File: config.mk
export PLATFORM = sky130hd
export DESIGN_NAME = neuron_mac_accumulator
export DESIGN_NICKNAME = d
export VERILOG_FILES = /design/src/rtl/neuron_mac_accumulator.sv
export SDC_FILE = /design/constraint.sdc
export NUM_CORES = 1
export LEC_CHECK = 0
export CAP_MARGIN = 20
export CORE_ASPECT_RATIO = 0.9
export CORE_MARGIN = 4
export CORE_UTILIZATION = 40
export DETAILED_ROUTE_END_ITERATION = 7
export PLACE_DENSITY = 0.57
export SYNTH_ARGS = -nofsm -noshare
export SYNTH_HDL_FRONTEND = slang
export SYNTH_SLANG_ARGS = --single-unit
File: constraint.sdc
create_clock -name clk -period 7.4 [get_ports clk]
set_input_delay 1.48 -clock clk [delete_from_list [all_inputs] [get_ports clk]]
set_output_delay 1.48 -clock clk [all_outputs]
set_load 0.05 [all_outputs]
File: src/rtl/neuron_mac_accumulator.sv
// neuron_mac_accumulator: serial Q-format MAC with bias, rescale and saturation to DATA_W
module neuron_mac_accumulator #(
  parameter int N_INPUTS  = 4,
  parameter int DATA_W    = 8,
  parameter int FRAC_BITS = 4
) (
  input  logic                     clk,
  input  logic                     rst,
  input  logic                     in_valid,
  output logic                     in_ready,
  input  logic signed [DATA_W-1:0] x_in,
  input  logic signed [DATA_W-1:0] w_in,
  input  logic signed [DATA_W-1:0] bias_in,
  output logic                     out_valid,
  input  logic                     out_ready,
  output logic signed [DATA_W-1:0] z_value
);
  localparam int CNT_W = $clog2(N_INPUTS);
  localparam int ACC_W = 2 * DATA_W + $clog2(N_INPUTS) + 1;
  localparam logic [0:0] ACCUM = 1'b0;
  localparam logic [0:0] OUT   = 1'b1;
  localparam logic signed [ACC_W-1:0] Z_MAX = ACC_W'(2 ** (DATA_W - 1) - 1);
  localparam logic signed [ACC_W-1:0] Z_MIN = ~Z_MAX;
  logic [0:0] state;
  logic [CNT_W-1:0] count;
  logic signed [ACC_W-1:0] acc, bias_term, prod_ext, sum, r;
  logic signed [2*DATA_W-1:0] prod;
  logic signed [DATA_W-1:0] z_sat;
  logic last;
  assign prod      = x_in * w_in;
  assign prod_ext  = {{(ACC_W - 2 * DATA_W){prod[2*DATA_W-1]}}, prod};
  assign bias_term = {{(ACC_W - DATA_W){bias_in[DATA_W-1]}}, bias_in} <<< FRAC_BITS;
  assign sum       = (count == '0 ? bias_term : acc) + prod_ext;
  assign r         = sum >>> FRAC_BITS;
  assign z_sat     = r > Z_MAX ? Z_MAX[DATA_W-1:0] : r < Z_MIN ? Z_MIN[DATA_W-1:0] : r[DATA_W-1:0];
  assign last      = count == CNT_W'(N_INPUTS - 1);
  assign in_ready  = state == ACCUM;
  assign out_valid = state == OUT;
  always_ff @(posedge clk) begin
    if (rst) begin
      state   <= ACCUM;
      count   <= '0;
      acc     <= '0;
      z_value <= '0;
    end else if (state == OUT) begin
      if (out_ready) state <= ACCUM;
    end else if (in_valid) begin
      if (last) begin
        z_value <= z_sat;
        count   <= '0;
        state   <= OUT;
      end else begin
        acc   <= sum;
        count <= count + 1'b1;
      end
    end
  end
endmodule

-- After elaboration in Yosys (flattened, before gate mapping)
Cells that the tools add are included.
- add/subtract/negate cells: 2
- multiply operators: 1
- $lt $le $gt $ge: 2
- equal/unequal tests: 1
- mux-type cells: 8
- bitwise operators: 2
- reductions and logical operators: 4
- operator list (kind ; count):
    adder 19 x 16 -> 19 bit ; 1
    two-way mux 19 bit ; 1
    multiplier 8 x 8 -> 16 bit ; 1
    two-way mux 8 bit ; 2
    > comparator 15 x 8 -> 1 bit, second input constant ; 1
    < comparator 15 x 8 -> 1 bit, second input constant ; 1
    AND reduction 3 bit ; 2
    two-way mux 1 bit ; 4
    adder 2 x 1 -> 2 bit, second input constant ; 1
    == test 2 bit, second input constant ; 1
    logical NOT 2 bit ; 1
    two-way mux 2 bit ; 1
    NOT 1 bit ; 2
    AND reduction 2 bit ; 1
- bits in registers: 30
- input port bits: 28
- word-level logic and storage cells: 24

-- Longest topological paths before layout
- depth in word-level cells: 6
- gate-level depth with buffers: 26
- gate-level depth less buffers: 23

-- Worst setup path before layout
Ideal clock, no wire load.
- path kind: input -> register
- from: in w_in[1]
- to: reg z_value[5]
- setup time: 0.129 ns
- arrival: 6.765 ns
- required time: 7.271 ns
- setup slack: 0.507 ns
- stages: 20
- path through: clkbuf_1 -> and2_1 -> inv_1 -> fa_1 -> inv_1 -> fa_1 -> inv_1 -> fa_1 -> inv_1 -> fa_1 -> ha_1 -> ha_1 -> buf_6 -> a2111o_1 -> o21ai_0 -> mux2_2 -> o32ai_1 -> nand4_1 -> a21oi_2 -> a211oi_1
- cells in the longest elaborated chain, start to end: 5
- elaborated cells between the ends (all ways): 6
- those cells by class: add/sub: 1; mul: 1; order compare: 2; mux: 2
- ends and longest elaborated chain (what ; line ; source):
    start, declared ; 12 ; input logic signed [DATA_W-1:0] w_in,
    multiplier 8 x 8 -> 16 bit * ; 30 ; assign prod = x_in * w_in;
    adder 19 x 16 -> 19 bit * ; 33 ; assign sum = (count == '0 ? bias_term : acc) + prod_ext;
    < comparator 15 x 8 -> 1 bit ; 35 ; assign z_sat = r > Z_MAX ? Z_MAX[DATA_W-1:0] : r < Z_MIN ? Z_MIN[DATA_W-1:0] : r[DATA_W-1:0];
    two-way mux 8 bit ; 35 ;
    two-way mux 8 bit * ; 35 ;
    end signal, assigned ; 49 ; z_value <= z_sat;
    end, declared ; 16 ; output logic signed [DATA_W-1:0] z_value
Mark *: on every way between the ends. The rest lies on a longest branch, timed or not.
A chain may end at the register's enable or synchronous reset.

-- Worst setup path after layout
- from: in w_in[1]
- to: reg z_value[6]
The elaborated chain is that of the path after synthesis.

==> impl_results.md <==
* Result of the run: complete, no violations
* Drt wl/cell at 14.3 um
* Final min period at 7.06 ns
* Top-level I/O count at 38
* Post-synthesis average cell area at ~9.0 um2
* Number of nets at the end of the flow at 764
* Share of the cycle needed by the critical path after routing at between 90% and 100%
* Total of max-cap violations at 0
* Full die area at around 0.014 mm2
* Number of synthesized register bits at 30
* Total number of yosys warnings at 0
* Initial drt markers at ~180
* Synthesis-to-layout area growth at 16.5%
* Maximum clock path buffer count at 2
* Maximum number of pins on one net before global-route repair at 32
* Wire length of the first global-routing pass at around 19000 um
* First-pass detailed-route iteration total at 4
* Die X-Extent at 125 um
* Classification of the worst-slack hold path: flip-flop to flip-flop
* FP Rows at 38
* Area taken by flip-flops and latches at 601 um2
* Cells taking the most area after synthesis: sky130_fd_sc_hd__fa_1, sky130_fd_sc_hd__dfxtp_1, sky130_fd_sc_hd__ha_1
* GRT Total Usage at 16.7%
* Worst hold start: acc[0]
* Ratio of cells with drive above 1 in the final layout at 8.40%
* Total DRC errors in the routed layout at 0
* Final Max Slew Viols at 0
* Count of final hold-check violations at 0
* Routed via count divided by cell count at just under 5
* Required time reported for the critical path endpoint at 7.59 ns
* Global placement routability congestion at 0.784
* Number of distinct library cell variants in the gate-level netlist after synthesis at slightly above 50
* Worst-skew pair later-pin latency at 0.27 ns
* TritonCTS Buffers at 5
* WP data arrival at 7.25 ns
* Sequential-to-total area share from yosys stat at 12.1%
* Normalized max-slew margin at just over 50%
* Worst Setup Path Type: input pin to flip-flop
* Effective utilization at floorplan at between 40 and 50%
* Total nets after synthesis at 712
* Clock transition time at the flip-flop clock pins of the worst setup and hold paths at 0.05 ns
* Largest stage delay, worst path at 0.58 ns
* Post-CTS Repair Setup Buffers at 0
* Die height at 114 um
* Cell-by-cell listing of the critical path: clkdlybuf4s50_1, and2_1, inv_1, buf_4, fa_1, inv_1, fa_1, fa_1, inv_1, fa_1, inv_1, ha_1, ha_1, a21oi_2, o211ai_1, nand3b_1, a211oi_2, nand4_1, nor4_4, o21ai_0, a211oi_1
* Kind of end point of the critical path: flip-flop
* CP top delay family: adder cells
* Multi-input logic area at approximately 0.004 mm2
* Async set-or-reset flop fraction in the synthesized netlist at 0%
* Number of global-route vias before repair at 4025
* Slew at the pin with the worst max-slew slack at 0.744 ns
* Port buffer count at 37
* Most common cell after layout, fill and taps aside: sky130_fd_sc_hd__inv_1
* Area inside the core boundary at 0.0121 mm2
* Via Count at between 3000 and 4000
* Maximum net fanout on the critical path at 6
* Post-Route WL at between 10000 and 15000 um
* Final hold slack at 0.450 ns
* Total buffers and inverters traversed by the critical path at 6
* Commonest non-fill, non-tap cells in the layout: sky130_fd_sc_hd__inv_1, sky130_fd_sc_hd__fa_1, sky130_fd_sc_hd__nand2_1
* Critical Path Source Type: input pin
* Clock tree sinks at 30
* Cell with the largest stage delay on the worst path: sky130_fd_sc_hd__clkdlybuf4s50_1
* Predominant post-synthesis flop cell: sky130_fd_sc_hd__dfxtp_1
* TritonCTS clock tree: done
* Number of synthesized flops with an enable pin at 0
* Final Core Density at 47.8%
* RSZ-0062 raised after global routing: false
* Root cell of the clock tree: sky130_fd_sc_hd__clkbuf_16
* Largest area contributor in the netlist: sky130_fd_sc_hd__fa_1
* Post-route clock skew at roughly 0.003 ns
* Hold-critical path depth at 2
* Worst reg2reg startpoint: count[0]
* Initial antenna violation count at 0
* End of the worst register-to-register path: z_value[5]
* Clock H-tree levels at 2
* Internal reg-to-reg setup slack at 1.32 ns
* Post-synth top area share at 33.8%
* Endpoint with the worst hold slack: acc[0]
* Synthesized instance count at 554
* Number of buffers inserted for hold repair after clock tree synthesis at 0
* Post-synthesis cell area at 0.00497 mm2
* Highest Clock Rate at 142 MHz
* Number of inserted filler cells in the final layout at 1205
* Post-route antenna net violation count at 0
* Antenna diode instance count at 0
* FF-to-FF path depth at 19
* Setup violators final at 0
* Half-perimeter wire length after placement at 9720 um
* Residual overflow from global routing at 0
## state kept, by name, summed over array words and instances, names as in the netlist
name and flops:
count 2, acc 19, z_value 8, out_valid 1
## final cells by class
cell class                      count  area share, %
Timing Repair Buffer               62           9.86
Inverter                          101           6.55
Sequential cell                    30           10.4
Tap cell                          160           3.46
Multi-Input combinational cell    406           67.2
Clock inverter                      1         0.0864
Clock buffer                        7           2.46
## kinds of logic (layout without fill, tap and decap cells)
group           after synthesis  after routing  synth area share [%]
mux                           9              9                  1.86
compound gates               91             91                  12.2
fa+ha+maj                   130            130                  45.4
simple gates                158            158                  15.6
buf+inv                     118            171                  9.64
xor+xnor                     18             18                  3.17
flops                        30             30                  12.1
## timing repair
item / CTS / global route
endpoints found under the setup margin: 0 / 6
endpoints found under the hold margin: 0 / 0
gates resized for setup: 0 / 5
## per-stage QoR
stage	TNS [ns]	setup slack (ns)	cell area, um2	instances
2_1_floorplan	0	0.507	4970	554
3_3_place_gp	0	0.0736	5620	758
3_5_place_dp	-0.129	-0.0516	5620	758
4_1_cts	0	0.244	5770	766
5_1_grt	0	0.0123	5790	767
6_report	0	0.344	5790	767
## worst register-to-register path, delay by kind of cell (launching register included)
kind            cells  cell delay (ns)
simple gates        3             0.66
flops               1             0.31
buf+inv             3             0.46
fa+ha+maj           7             3.07
compound gates      6             1.46
## how the worst max path moves through the flow
stage          startpoint    endpoint  slack [ns]  cells after the start
3_3_place_gp      x_in[7]  z_value[5]        0.07                     21
5_1_grt           w_in[1]  z_value[6]        0.01                     21
6_report          w_in[1]  z_value[6]        0.34                     21
4_1_cts           w_in[0]  z_value[5]        0.24                     18
3_5_place_dp      x_in[7]  z_value[6]       -0.05                     21
2_1_floorplan     w_in[1]  z_value[5]        0.51                     20
## synth_stat cells (all sizes together) (5+ instances only)
master and instances:
nand2 62, a21oi 41, and2 40, ha 46, inv 101, buf 8, mux2i 7, nand2b 5
xnor2 16, a211oi 9, fa 84, o211ai 7, clkbuf 8, o21ai 16, dfxtp 30, nor2 32
## per-layer routing
| layer | GRT usage (%) | vias to the layer above | wire length [um] |
|---|---|---|---|
| met5 | 0 | - | 0 |
| li1 | - | 1853 | - |
| met1 | 22.4 | 1856 | 4880 |
| met4 | 3.76 | 0 | 203 |
| met2 | 28.8 | 58 | 5470 |
| met3 | 2.39 | 18 | 418 |
Power is left out: the tool's default activity adds up to more than one toggle a clock period on the data nets, which glitch-free logic cannot reach.
